**src/rtl/balance_cntrl_p.sv**
```systemverilog
`timescale 1ns/1ps
// Self-balancing platform controller: soft-start FSM, saturating PID on pitch,
// soft-start scaling and steering mix, in a three-stage pipeline.
module balance_cntrl_p #(
    parameter int FAST_SIM     = 0,
    parameter int SPD_W        = 12,
    parameter int TOO_FAST_LIM = 1536
) (
    input  logic             clk,
    input  logic             rst,
    input  logic             vld,
    input  logic [15:0]      ptch,
    input  logic [15:0]      ptch_rt,
    input  logic             pwr_up,
    input  logic             rider_off,
    input  logic [11:0]      steer_pot,
    input  logic             en_steer,
    output logic [SPD_W-1:0] lft_spd,
    output logic [SPD_W-1:0] rght_spd,
    output logic             too_fast,
    output logic             out_vld,
    output logic             ss_done
);
    localparam int PRESC_W = (FAST_SIM != 0) ? 7 : 15;
    localparam logic signed [16:0] SPD_MAX = 17'((32'sd1 <<< (SPD_W - 1)) - 32'sd1);
    localparam logic signed [16:0] SPD_MIN = 17'(-(32'sd1 <<< (SPD_W - 1)));
    localparam logic signed [16:0] LIM     = 17'(TOO_FAST_LIM);

    typedef enum logic [1:0] {OFF = 2'd0, RAMP = 2'd1, RUN = 2'd2} state_t;

    function automatic logic signed [9:0] sat10(input logic signed [15:0] v);
        if (v > 16'sd511)       return 10'sd511;
        else if (v < -16'sd512) return -10'sd512;
        else                    return v[9:0];
    endfunction

    function automatic logic signed [11:0] sat12(input logic signed [17:0] v);
        if (v > 18'sd2047)       return 12'sd2047;
        else if (v < -18'sd2048) return -12'sd2048;
        else                     return v[11:0];
    endfunction

    function automatic logic signed [17:0] sat18(input logic signed [18:0] v);
        if (v > 19'sd131071)       return 18'sd131071;
        else if (v < -19'sd131072) return -18'sd131072;
        else                       return v[17:0];
    endfunction

    function automatic logic signed [SPD_W-1:0] sat_spd(input logic signed [16:0] v);
        if (v > SPD_MAX)      return SPD_MAX[SPD_W-1:0];
        else if (v < SPD_MIN) return SPD_MIN[SPD_W-1:0];
        else                  return v[SPD_W-1:0];
    endfunction

    function automatic logic signed [16:0] abs17(input logic signed [SPD_W-1:0] v);
        logic signed [16:0] w;
        w = 17'(v);
        return (w < 17'sd0) ? -w : w;
    endfunction

    state_t                     state_r, state_nxt_s;
    logic [PRESC_W-1:0]         presc_r;
    logic [7:0]                 ss_tmr_r;
    logic                       ss_done_r;
    logic signed [17:0]         integ_r;
    logic                       v_s1_r, v_s2_r, out_vld_r, too_fast_r;
    logic signed [9:0]          err_s1_r, rt_s1_r;
    logic signed [11:0]         i_s1_r, pid_s2_r;
    logic signed [SPD_W-1:0]    lft_spd_r, rght_spd_r;

    logic                       acc_s, tmr_wrap_s, too_fast_s, unused_s;
    logic signed [9:0]          err_s;
    logic signed [18:0]         integ_sum_s;
    logic signed [13:0]         p_s;
    logic signed [17:0]         sum_s;
    logic signed [11:0]         pid_s;
    logic signed [20:0]         prod_s;
    logic signed [12:0]         pid_ss_s, steer_s;
    logic [11:0]                pot_clip_s;
    logic signed [14:0]         st3_s;
    logic signed [10:0]         st_s;
    logic signed [16:0]         lft_sum_s, rght_sum_s;
    logic signed [SPD_W-1:0]    lft_sat_s, rght_sat_s;

    assign acc_s      = vld && pwr_up && (state_r != OFF);
    assign tmr_wrap_s = (state_r == RAMP) && !rider_off && (presc_r == {PRESC_W{1'b1}});

    // Stage 1 datapath: input saturation and integrator accumulation.
    assign err_s       = sat10($signed(ptch));
    assign integ_sum_s = 19'(integ_r) + 19'(err_s);

    // Stage 2 datapath: P + I + D with D = -(ptch_rt >>> 6).
    assign p_s   = 14'(err_s1_r) * 14'sd5;
    assign sum_s = 18'(p_s) + 18'(i_s1_r) - 18'(rt_s1_r);
    assign pid_s = sat12(sum_s);

    // Stage 3 datapath: soft-start scaling, steering mix and output saturation.
    assign prod_s     = 21'(pid_s2_r) * 21'($signed({1'b0, ss_tmr_r}));
    assign pid_ss_s   = prod_s[20:8];
    assign pot_clip_s = (steer_pot < 12'h200) ? 12'h200 :
                        ((steer_pot > 12'hE00) ? 12'hE00 : steer_pot);
    assign steer_s    = $signed({1'b0, pot_clip_s}) - 13'sd2047;
    assign st3_s      = 15'(steer_s) * 15'sd3;
    assign st_s       = en_steer ? st3_s[14:4] : 11'sd0;
    assign lft_sum_s  = 17'(pid_ss_s) + 17'(st_s);
    assign rght_sum_s = 17'(pid_ss_s) - 17'(st_s);
    assign lft_sat_s  = sat_spd(lft_sum_s);
    assign rght_sat_s = sat_spd(rght_sum_s);
    assign too_fast_s = (abs17(lft_sat_s) > LIM) || (abs17(rght_sat_s) > LIM);
    assign unused_s   = ^{prod_s[7:0], st3_s[3:0], ptch_rt[5:0]};

    // Next-state logic; RUN is entered on the same edge ss_tmr reaches 255.
    always_comb begin
        state_nxt_s = state_r;
        case (state_r)
            OFF: begin
                if (pwr_up) state_nxt_s = RAMP;
                else        state_nxt_s = OFF;
            end
            RAMP: begin
                if (!pwr_up)                                  state_nxt_s = OFF;
                else if (tmr_wrap_s && (ss_tmr_r == 8'd254)) state_nxt_s = RUN;
                else                                          state_nxt_s = RAMP;
            end
            RUN: begin
                if (!pwr_up)        state_nxt_s = OFF;
                else if (rider_off) state_nxt_s = RAMP;
                else                state_nxt_s = RUN;
            end
            default: state_nxt_s = OFF;
        endcase
    end

    // State register and soft-start timer.
    always_ff @(posedge clk) begin
        if (rst) begin
            state_r   <= OFF;
            presc_r   <= {PRESC_W{1'b0}};
            ss_tmr_r  <= 8'd0;
            ss_done_r <= 1'b0;
        end else begin
            state_r   <= state_nxt_s;
            ss_done_r <= (state_nxt_s == RUN);
            if ((state_nxt_s == OFF) || rider_off) begin
                presc_r  <= {PRESC_W{1'b0}};
                ss_tmr_r <= 8'd0;
            end else if (state_r == RAMP) begin
                presc_r <= presc_r + PRESC_W'(1);
                if (tmr_wrap_s) ss_tmr_r <= ss_tmr_r + 8'd1;
            end
        end
    end

    // Saturating integrator, held at zero whenever the platform is unpowered or unoccupied.
    always_ff @(posedge clk) begin
        if (rst || !pwr_up || (state_r == OFF) || rider_off) begin
            integ_r <= 18'sd0;
        end else if (acc_s) begin
            integ_r <= sat18(integ_sum_s);
        end
    end

    // Pipeline registers; losing pwr_up drops every in-flight sample.
    always_ff @(posedge clk) begin
        if (rst || !pwr_up) begin
            v_s1_r     <= 1'b0;
            err_s1_r   <= 10'sd0;
            i_s1_r     <= 12'sd0;
            rt_s1_r    <= 10'sd0;
            v_s2_r     <= 1'b0;
            pid_s2_r   <= 12'sd0;
            out_vld_r  <= 1'b0;
            lft_spd_r  <= {SPD_W{1'b0}};
            rght_spd_r <= {SPD_W{1'b0}};
            too_fast_r <= 1'b0;
        end else begin
            v_s1_r <= acc_s;
            if (acc_s) begin
                err_s1_r <= err_s;
                i_s1_r   <= integ_r[17:6];
                rt_s1_r  <= $signed(ptch_rt[15:6]);
            end
            v_s2_r <= v_s1_r;
            if (v_s1_r) pid_s2_r <= pid_s;
            out_vld_r <= v_s2_r;
            if (v_s2_r) begin
                lft_spd_r  <= lft_sat_s;
                rght_spd_r <= rght_sat_s;
                too_fast_r <= too_fast_s;
            end
        end
    end

    assign lft_spd  = lft_spd_r;
    assign rght_spd = rght_spd_r;
    assign too_fast = too_fast_r;
    assign ss_done  = ss_done_r;
    // The output stage is still in flight during the cycle pwr_up drops, so its pulse is withheld.
    assign out_vld  = out_vld_r && pwr_up;
endmodule

```
**config.mk**
```make
export PLATFORM = sky130hd
export DESIGN_NAME = balance_cntrl_p
export DESIGN_NICKNAME = d
export VERILOG_FILES = /design/src/rtl/balance_cntrl_p.sv
export SDC_FILE = /design/constraint.sdc
export NUM_CORES = 1
export LEC_CHECK = 0
export ABC_AREA = 1
export ABC_CLOCK_PERIOD_IN_PS = 8020
export CAP_MARGIN = 10
export CORE_MARGIN = 4
export CORE_UTILIZATION = 40
export CTS_CLUSTER_SIZE = 8
export DETAILED_ROUTE_END_ITERATION = 10
export GPL_TIMING_DRIVEN = 0
export HOLD_SLACK_MARGIN = 0.08
export PLACE_DENSITY_LB_ADDON = 0.05
export SLEW_MARGIN = 20
export SYNTH_ARGS = -nofsm -noshare
export SYNTH_HDL_FRONTEND = slang
export SYNTH_SLANG_ARGS = --single-unit
```
**constraint.sdc**
```tcl
create_clock -name clk -period 8.02 [get_ports clk]
set_clock_uncertainty 0.15 [all_clocks]
set_input_delay 0.802 -clock clk [delete_from_list [all_inputs] [get_ports clk]]
set_output_delay 0.802 -clock clk [all_outputs]
set_load 0.05 [all_outputs]
```
==> implementation parameters, run 1 <==
Parameter                              Value

Floorplan
  Core Area    roughly 33,000 um2
  Initial cell density of the core    between 40% and 50%
  Io pins    slightly below 80
  Overall die area    about 37,000 um2
  Die X    just under 200 um
  Row count    67
  Height of the die    192 um

Outcome
  Run status    finished, final reports clean

Timing
  Final hold slack    roughly 0.31 ns
  Maximum clock frequency    ~130 MHz
  Min Tclk post-route    around 7.5 ns
  Fraction of the cycle the final worst path needs    93.7%
  Max-slew violation total from the final report    0
  Slew headroom    a little under two fifths
  Finish-stage setup viols    0
  Number of endpoints with negative hold slack in the final report    0
  Setup total negative slack    0 ns
  Pin slew with the least headroom to its limit    0.937 ns

Synthesis
  Total of flip-flops plus latches after synthesis    116
  Area share of the leading cell type in the synthesized netlist    17.1%
  Total nets after synthesis    between 2,000 and 2,500
  Post-synth EDFFs    0
  Cell taking the most area after synthesis    dfxtp_1
  Synth Flop Type    dfxtp_1
  Synth async-reset ratio    0%
  Distinct cell type count of the synthesized netlist    51
  Cells after Synth    1,986
  Synth Area per Inst    6.83 um2
  Syn Std Cell Area    13,600 um2
  Number of warnings issued by yosys    0
  Ranking of synthesized cells by area    dfxtp_1 (17%), fa_1 (15%), ha_1 (14%), nand2_1 (13%), inv_1 (12%)
  Proportion of synthesized chip area in sequential cells    17.1%

Hold path
  Hold path endpoint    rt_s1_r[2]
  Start point of the worst hold path    rt_s1_r[2]
  Hold Path Class    reg2reg
  Hold-critical path depth    2

Drt
  Detailed Route WL    ~34 mm
  Detailed-routing iteration count for the pre-antenna-repair pass    5
  First-iteration detailed-routing DRC count    536
  DR vias/cell    about 4.8
  Routed metal-1 wire length    roughly 16 mm
  Remaining antenna violation count    0
  Total met3 wirelength after detailed routing    a little over 800 um
  Uppermost metal layer occupied by signal nets    met4
  Wire length per cell    between 10 and 15 um
  Vias post-DR    around 12,000
  DRC violation count after routing    0
  Met2 layer wire length in the routed design    ~16 mm

Worst setup path
  RR Endpoint    too_fast
  Startpoint kind of the worst setup timing path    flip-flop
  Kind of end point of the critical path    flip-flop
  Required @ worst endpoint    8.19 ns
  CP Max Fanout    10
  Startpoint of the worst-slack reg-to-reg timing path    ss_tmr_r[1]
  Worst reg2reg path depth    47
  Most frequent cell on the critical path    nand2_1
  Slowest library cell on the worst path    fa_1
  Worst Path Arrival    7.68 ns
  Startpoint-to-endpoint class of the critical path    reg2reg
  Crit path largest cell delay    0.54 ns
  Top cell family by delay on the critical path    adder cells
  Flop2flop setup slack    0.51 ns
  WP buf/inv    11

Layout
  Number of nets in the finished design    between 2,000 and 2,500
  Antenna Cells    0
  Area added between synthesis and finish    18.4%
  Fraction of final layout cells sized beyond drive strength 1    about a tenth

Clock tree
  Root Driver    clkbuf_16
  CTS buffer count    17
  Post-CTS Hold Buffers    0
  Max Buffers Root-to-Sink    2
  Clock tree from TritonCTS    built
  CTS Sinks    116
  CTS H-tree depth    4
  Clock transition at the register clock pins on the worst setup and hold paths after CTS    around 0.06 ns
  Clock network latency to the later pin of the worst-skew pair    0.42 ns

Job
  Maximum capacitance violations    0

Global routing
  Number of global-route vias before repair    between 10,000 and 15,000
  Maximum number of pins on one net before global-route repair    17
  Grt total ovfl    0
  Wire length of the first global-routing pass    between 50 and 60 mm
  Global Route Usage Sum    18.4%
  Antenna violations before repair    0

Power
  VDD IR-drop max    about 0.18 mV
  Cell leakage power    roughly 0.0087 uW
  Overall Power    2030 uW
  Power per cell area    approximately 130 nW/um2

Placed design
  Detailed placement HPWL    27.8 mm
  Final RePlAce weighted congestion    around 0.85
  # port buffers    69
how the worst max path moves through the flow:
| stage | startpoint | end | slack [ns] | cells after the start |
|---|---|---|---|---|
| 6_report | ss_tmr_r[1] | too_fast | 0.51 | 47 |
| 5_1_grt | steer_pot[2] | too_fast | -0.08 | 58 |
| 4_1_cts | steer_pot[6] | too_fast | 0.02 | 61 |
| 3_5_place_dp | steer_pot[6] | too_fast | -1.03 | 59 |
| 3_3_place_gp | steer_pot[10] | too_fast | -0.93 | 53 |
| 2_1_floorplan | steer_pot[6] | too_fast | 0.85 | 57 |
placed cells by master (no fill, tap or decap), types with 26 or more instances in the layout:
master and count:
nand2_1 427, inv_1 421, ha_1 145, nor2_1 130, a21oi_1 127, fa_1 102, dfxtp_1 101, o21ai_0 84
nand3_1 69, clkdlybuf4s50_1 61, xor2_1 45, buf_4 34, nand2_2 32, nor3_1 26
synth_stat cells (2+ instances only):
library cell  instances
o211ai_1             23
nor3_1               33
buf_6                 3
nand2_1             452
buf_1                 5
nor3_2                2
ha_1                150
o31ai_1               2
a31oi_1               5
dfxtp_1             116
clkbuf_1             41
o21bai_1              4
nor3b_1               3
buf_2                 6
a211oi_1              2
nand3b_1              4
nor2_1              142
o2111ai_1             2
inv_2                 9
clkinv_1              3
nand2_2              10
nand3_1              73
a21o_1                2
xor2_1               48
fa_1                103
inv_1               430
nor4_1                3
xnor2_1              23
a21oi_1             131
or2_2                 5
o21ai_0              88
o21ai_1               5
nor2_2                9
nand4_1              24
a31o_2                2
a41oi_1               2
buf_4                 7
power by group:
part / internal [uW] / leakage [uW] / switching, uW
Combinational: 250 / 0.00746 / 414
Sequential: 580 / 0.000944 / 4.50
Clock: 503 / 0.000291 / 279
Total: 1330 / 0.00869 / 698
through the flow:
step	std cells	util, %	instance area, um2	setup WS (ns)
after CTS	2537	46.4	15500	0.0207
after floorplan	1986	-	13600	0.846
final	2553	48.0	16100	0.505
after global placement	2503	44.3	14800	-0.933
after global routing	2553	48.0	16100	-0.0837
after detailed placement	2503	44.3	14800	-1.03
logic make-up after synthesis:
logic type	synth area share (%)
simple gates	23.5
compound gates	11.4
buf+inv	14.4
flops	17.1
xor+xnor	4.59
fa+ha+maj	29.0
layer usage:
metal / GRT usage (%) / vias to the layer above
met5: 0 / -
met4: 3.87 / 0
met3: 2.16 / 27
met2: 32.4 / 142
met1: 24.4 / 5600
li1: - / 6362
cell type report:
class	count	area [um2]
Buffer	51	319
Clock buffer	19	453
Clock inverter	13	158
Fill cell	3452	17400
Inverter	442	1660
Multi-Input combinational cell	1366	9630
Sequential cell	116	2350
Tap cell	448	561
Timing Repair Buffer	98	928
worst reg2reg max path: cells and delay by family (launching register included):
family | cells | cell delay, ns
DFF | 1 | 0.40
AOI/OAI and AO/OA | 5 | 0.84
adders and majority gates | 7 | 2.56
xor gates and xnor gates | 1 | 0.16
and+or+nand+nor | 23 | 2.27
buffers and inverters | 11 | 1.09
state kept, by name (all words and copies together) (netlist names):
register	cells
err_s1_r	10
i_s1_r	12
integ_r	18
lft_spd	12
out_vld_r	1
pid_s2_r	12
presc_r	15
rght_spd	12
rt_s1_r	10
ss_done	1
ss_tmr_r	8
state_r	2
too_fast	1
v_s1_r	1
v_s2_r	1
repair_timing:
action                                  in CTS  in global routing
resized for setup                           29                134
buffers inserted                             4                 25
pin swaps                                    4                 30
endpoints found under the setup margin       1                  1
Power figures use the tool's default switching activity.
==> run 2: changes to the inputs <==
--- a/config.mk
+++ b/config.mk
@@ -15,6 +15,8 @@
 export GPL_TIMING_DRIVEN = 0
 export HOLD_SLACK_MARGIN = 0.08
 export PLACE_DENSITY_LB_ADDON = 0.05
+export REMOVE_ABC_BUFFERS = 1
+export SETUP_SLACK_MARGIN = 0.4
 export SLEW_MARGIN = 20
 export SYNTH_ARGS = -nofsm -noshare
 export SYNTH_HDL_FRONTEND = slang
==> run 2 against run 1 <==
Net effect: non-clock buffer count is 20 lower; flip-flop and latch count stayed put; sequential share of layout area is 0.11 points lower; first-iteration DRC count is 7.3% higher; global-route usage is 0.56 points higher; fmax is 3.6% higher; critical path depth is 8 higher; clock power is 0.9% higher; total power is 1.3% higher; register-to-register slack better by 0.26 ns; via count is 0.18% higher; highest routed layer unchanged.
==> implementation parameters, run 2 (synthesis results as in run 1) <==
Parameter                              Value

Outcome
  Run status    finished, final reports clean

Timing
  Final hold slack    0.313 ns (+0.00320 ns)
  Max-slew violation total from the final report    0 (unchanged)
  Number of endpoints with negative hold slack in the final report    0 (unchanged)
  Fraction of the cycle the final worst path needs    90.5% (-3.2 points)
  Maximum clock frequency    138 MHz (+3.6%)
  Setup total negative slack    0 ns (unchanged)
  Pin slew with the least headroom to its limit    0.940 ns (+0.00308 ns)
  Min Tclk post-route    7.26 ns (-0.259 ns)
  Slew headroom    36.8% (-0.21 points)
  RSZ-0062 raised after global routing    no
  Finish-stage setup viols    0 (unchanged)

Placed design
  # port buffers    70 (+1.4%)
  Final RePlAce weighted congestion    0.875 (+2.7%)
  Detailed placement HPWL    27.1 mm (-2.8%)

Global routing
  Maximum number of pins on one net before global-route repair    48 (+31)
  Global Route Usage Sum    19.0% (+0.56 points)
  Wire length of the first global-routing pass    57.0 mm (+2.3%)
  Grt total ovfl    0 (unchanged)
  Number of global-route vias before repair    11,900 (+1.6%)
  Antenna violations before repair    0 (unchanged)

Power
  Power per cell area    126 nW/um2 (-0.27%)
  Overall Power    2060 uW (+1.3%)
  Cell leakage power    0.00875 uW (+0.63%)
  VDD IR-drop max    0.142 mV (-19%)

Worst setup path
  Kind of end point of the critical path    flip-flop
  Slowest library cell on the worst path    clkdlybuf4s50_1
  Required @ worst endpoint    8.20 ns (about the same)
  Worst Path Arrival    7.43 ns (-0.25 ns)
  Crit path largest cell delay    0.44 ns (-0.10 ns)
  Startpoint kind of the worst setup timing path    input pin
  CP Max Fanout    8 (-2)
  Startpoint-to-endpoint class of the critical path    in2reg

Clock tree
  CTS Sinks    116 (unchanged)
  Root Driver    clkbuf_16
  Clock network latency to the later pin of the worst-skew pair    0.43 ns (about the same)
  CTS buffer count    17 (unchanged)
  Clock transition at the register clock pins on the worst setup and hold paths after CTS    0.05 ns (about the same)
  Max Buffers Root-to-Sink    2 (unchanged)
  CTS H-tree depth    4 (unchanged)
  Clock tree from TritonCTS    built
  Post-CTS Hold Buffers    0 (unchanged)

Floorplan
  Overall die area    36,900 um2 (unchanged)
  Die X    192 um (unchanged)
  Io pins    77 (unchanged)
  Core Area    33,400 um2 (unchanged)
  Initial cell density of the core    40.5% (unchanged)
  Row count    67 (unchanged)
  Height of the die    192 um (unchanged)

Hold path
  Hold Path Class    reg2reg

Layout
  Commonest non-fill, non-tap cell in the layout    nand2_1
  Largest registers    integ_r x18, presc_r x15
  Number of nets in the finished design    2,375 (-0.84%)
  Area added between synthesis and finish    20.3%
  Antenna Cells    0 (unchanged)
  Commonest cells after routing, fill and taps aside    nand2_1 (420), inv_1 (419), ha_1 (138)
  Biggest register    integ_r
  Max FFs per register    18 (unchanged)
  Fraction of final layout cells sized beyond drive strength 1    12.1% (+1.6 points)

Drt
  Remaining antenna violation count    0 (unchanged)
  Detailed-routing iteration count for the pre-antenna-repair pass    5 (unchanged)
  DRC violation count after routing    0 (unchanged)
  First-iteration detailed-routing DRC count    575 (+7.3%)
  Detailed Route WL    34.6 mm (+2.2%)
  Vias post-DR    12,200 (+0.18%)
  DR vias/cell    4.80 (+1.0%)
  Wire length per cell    13.7 um (+3.1%)

Job
  Maximum capacitance violations    0 (unchanged)
-- run 2: cell count changes in the layout (fill, tap and decap cells not counted), moves of 7 or more --
cell,delta
nand2_1,-7
buf_4,+19
buf_6,-10
clkbuf_1,-21
ha_4,+9
ha_1,-7
-- run 2: layout make-up --
class,instances,area (um2)
multi-input combinational,1366,9890
inverter,442,1670
clock buffer,21,470
tap,448,561
clock inverter,10,130
sequential,116,2370
timing repair buffer,129,1210
fill,3424,17100
-- run 2: routing by layer --
metal  wire, um  GRT usage, %
met4        521          4.72
met3        922          2.31
met1      16600          25.4
met2      16500          32.7
met5          0             0
-- run 2: timing repair --
item                       CTS  global route
setup buffers                8            45
resized for setup           48           133
cloned                       0             0
setup endpoints to repair   23             1
pin swaps                    8            53
-- run 2: where the power goes --
group / switching [uW] / internal, uW
sequential: 4.83 / 578
combinational: 427 / 257
clock: 281 / 508
total: 713 / 1340
-- run 2: metrics by stage --
| stage | worst slack (ns) | std cells | instance area [um2] | util, % |
|---|---|---|---|---|
| floorplan | 0.729 | 1924 | 13300 | - |
| global placement | -1.33 | 2442 | 14500 | 43.4 |
| detailed placement | -1.39 | 2448 | 14600 | 43.8 |
| CTS | 0.409 | 2487 | 15500 | 46.3 |
| global route | 0.312 | 2532 | 16300 | 48.8 |
| finish | 0.764 | 2532 | 16300 | 48.8 |
-- run 2: worst paths after layout --
| path | from | end | slack (ns) | cells after the start |
|---|---|---|---|---|
| worst max-delay path | steer_pot[5] | too_fast | 0.76 | 55 |
| worst max register to register | pid_s2_r[6] | too_fast | 0.77 | 44 |
| worst min register to register | rt_s1_r[3] | rt_s1_r[3] | 0.31 | 2 |
| worst min-delay path | rt_s1_r[3] | rt_s1_r[3] | 0.31 | 2 |
-- run 2: critical path, delay by kind of cell --
kind	cells	cell delay, ns
buffers and inverters	9	1.12
AND/OR/NAND/NOR	35	3.38
XOR/XNOR	1	0.25
adder cells (fa/ha/maj)	5	1.22
AO/OA/AOI/OAI	5	0.66
==> run 3: changes to the inputs <==
--- a/config.mk
+++ b/config.mk
@@ -12,7 +12,6 @@
 export CORE_UTILIZATION = 40
 export CTS_CLUSTER_SIZE = 8
 export DETAILED_ROUTE_END_ITERATION = 10
-export GPL_TIMING_DRIVEN = 0
 export HOLD_SLACK_MARGIN = 0.08
 export PLACE_DENSITY_LB_ADDON = 0.05
 export REMOVE_ABC_BUFFERS = 1
==> run 3 against run 2 <==
Net effect: setup slack improved by 0.064 ns; utilization rose by 0.97 points; worst hold slack improved by 0.0028 ns; critical path type is now reg2reg; critical path depth fell by 10; sequential share of layout area fell by 0.36 points; wire length rose by 1.2%; combinational power rose by 8.8%; non-clock buffer count rose by 64; final cell count rose by 2.6%; fmax rose by 0.89%; critical endpoint unchanged.
==> implementation parameters, run 3 (synthesis results as in run 1) <==
Parameter                              Value

Worst setup path
  Startpoint-to-endpoint class of the critical path    reg2reg
  Worst Path Arrival    7.36 ns (-0.07 ns)
  Slowest library cell on the worst path    fa_1
  CP Max Fanout    7 (-1)
  Flop2flop setup slack    0.83 ns (+0.06 ns)
  Worst reg2reg path depth    45 (+2.3%)
  Startpoint of the worst-slack reg-to-reg timing path    ss_tmr_r[1]
  Critical Path Start    ss_tmr_r[1]
  Top cell family by delay on the critical path    adder cells
  Startpoint kind of the worst setup timing path    flip-flop
  Kind of end point of the critical path    flip-flop
  RR Endpoint    too_fast
  WP buf/inv    10 (+1)
  Most frequent cell on the critical path    nand2_1
  Required @ worst endpoint    8.19 ns (about the same)
  Crit path largest cell delay    0.54 ns (+0.10 ns)

Layout
  Area added between synthesis and finish    22.7%
  Largest registers    integ_r x18, presc_r x15
  Fraction of final layout cells sized beyond drive strength 1    15.3% (+3.1 points)
  Commonest non-fill, non-tap cell in the layout    inv_1
  Max FFs per register    18 (unchanged)
  Commonest cells after routing, fill and taps aside    inv_1 (420), nand2_1 (417), ha_1 (135)
  Biggest register    integ_r
  Number of nets in the finished design    2,439 (+2.7%)
  Non-filler instance count after layout    2,597 (+2.6%)
  Antenna Cells    0 (unchanged)

Timing
  Number of endpoints with negative hold slack in the final report    0 (unchanged)
  Maximum clock frequency    139 MHz (+0.89%)
  RSZ-0062 raised after global routing    no
  Pin slew with the least headroom to its limit    0.897 ns (-0.0430 ns)
  Finish-stage setup viols    0 (unchanged)
  Slew headroom    39.7% (+2.9 points)
  Setup total negative slack    0 ns (unchanged)
  Min Tclk post-route    7.19 ns (-0.0641 ns)
  Max-slew violation total from the final report    0 (unchanged)
  Fraction of the cycle the final worst path needs    89.7% (-0.80 points)

Floorplan
  Io pins    77 (unchanged)
  Height of the die    192 um (unchanged)
  Die X    192 um (unchanged)
  Initial cell density of the core    40.5% (unchanged)
  Overall die area    36,900 um2 (unchanged)
  Core Area    33,400 um2 (unchanged)
  Row count    67 (unchanged)

Job
  Maximum capacitance violations    0 (unchanged)

Clock tree
  CTS Sinks    116 (unchanged)
  CTS H-tree depth    4 (unchanged)
  Max Buffers Root-to-Sink    2 (unchanged)
  Post-CTS Hold Buffers    0 (unchanged)
  Clock network latency to the later pin of the worst-skew pair    0.42 ns (about the same)
  Clock transition at the register clock pins on the worst setup and hold paths after CTS    0.06 ns (about the same)
  CTS buffer count    17 (unchanged)
  Root Driver    clkbuf_16
  Clock tree from TritonCTS    built

Drt
  First-iteration detailed-routing DRC count    532 (-7.5%)
  Remaining antenna violation count    0 (unchanged)
  DR vias/cell    4.77 (-0.68%)
  DRC violation count after routing    0 (unchanged)
  Detailed Route WL    35.0 mm (+1.2%)
  Wire length per cell    13.5 um (-1.4%)
  Vias post-DR    12,400 (+1.9%)
  Detailed-routing iteration count for the pre-antenna-repair pass    4 (-1)

Power
  Power per cell area    123 nW/um2 (-2.8%)
  Cell leakage power    0.00898 uW (+2.7%)
  VDD IR-drop max    0.127 mV (-11%)
  Overall Power    2040 uW (-0.88%)

Hold path
  Hold-critical path depth    2 (unchanged)
  Hold path endpoint    rt_s1_r[5]
  Start point of the worst hold path    rt_s1_r[5]
  Hold Path Class    reg2reg

Global routing
  Number of global-route vias before repair    12,100 (+1.8%)
  Wire length of the first global-routing pass    58.7 mm (+3.0%)
  Antenna violations before repair    0 (unchanged)
  Grt total ovfl    0 (unchanged)
  Maximum number of pins on one net before global-route repair    56 (+17%)
  Global Route Usage Sum    19.4% (+0.48 points)

Placed design
  Detailed placement HPWL    27.9 mm (+2.9%)
  Final RePlAce weighted congestion    0.863 (-1.3%)
  # port buffers    70 (unchanged)
  Placed Cells incl. Taps    2,540 (+3.8%)

Outcome
  Run status    finished, final reports clean
-- run 3: how the worst max path moves through the flow --
stage                           to  cells after the start  slack (ns)
after floorplan           too_fast                     54        0.73
after global placement    too_fast                     55       -0.17
after detailed placement  too_fast                     55       -0.25
after CTS                 too_fast                     62        0.41
after global routing      too_fast                     60        0.33
final                     too_fast                     45        0.83
-- run 3: what timing repair did --
action,4_1_cts,5_1_grt
pin swaps,0,56
hold endpoints to repair,0,0
setup buffers,0,25
gates resized for setup,9,172
endpoints found under the setup margin,1,20
-- run 3: metrics by stage --
stage	setup WS [ns]	util [%]	cell area (um2)	hold WS, ns
2_1_floorplan	0.729	-	13300	0.285
3_3_place_gp	-0.166	45.7	15300	0.306
3_5_place_dp	-0.252	45.7	15300	0.314
4_1_cts	0.406	47.4	15900	0.327
5_1_grt	0.330	49.7	16600	0.335
6_report	0.828	49.7	16600	0.316
-- run 3: worst reg2reg max path: cells and delay by family, from the launching register on --
kind / cells / cell delay, ns
AOI/OAI and AO/OA: 5 / 0.90
xor gates and xnor gates: 1 / 0.22
adders and majority gates: 7 / 2.87
buffers and inverters: 10 / 0.61
DFF: 1 / 0.36
and+or+nand+nor: 22 / 1.95
-- run 3: layout make-up --
cell class,instances,area [um2]
clock buffer,19,443
clock inverter,13,103
fill,3388,16800
inverter,442,1660
multi-input combinational,1366,9850
sequential,116,2360
tap,448,561
timing repair buffer,193,1660
-- run 3: layer usage --
metal | wire (um) | track usage, % | vias to the layer above
met4 | 316 | 3.81 | 0
met5 | 0 | 0 | -
met1 | 17700 | 27.5 | 5741
met3 | 934 | 2.31 | 20
met2 | 16000 | 32.2 | 163
li1 | - | - | 6456
-- run 3: power by group --
part	total [uW]	switching, uW	leakage (uW)	internal [uW]
sequential	583	4.68	0.000945	579
combinational	744	441	0.00779	302
clock	711	305	0.000249	406
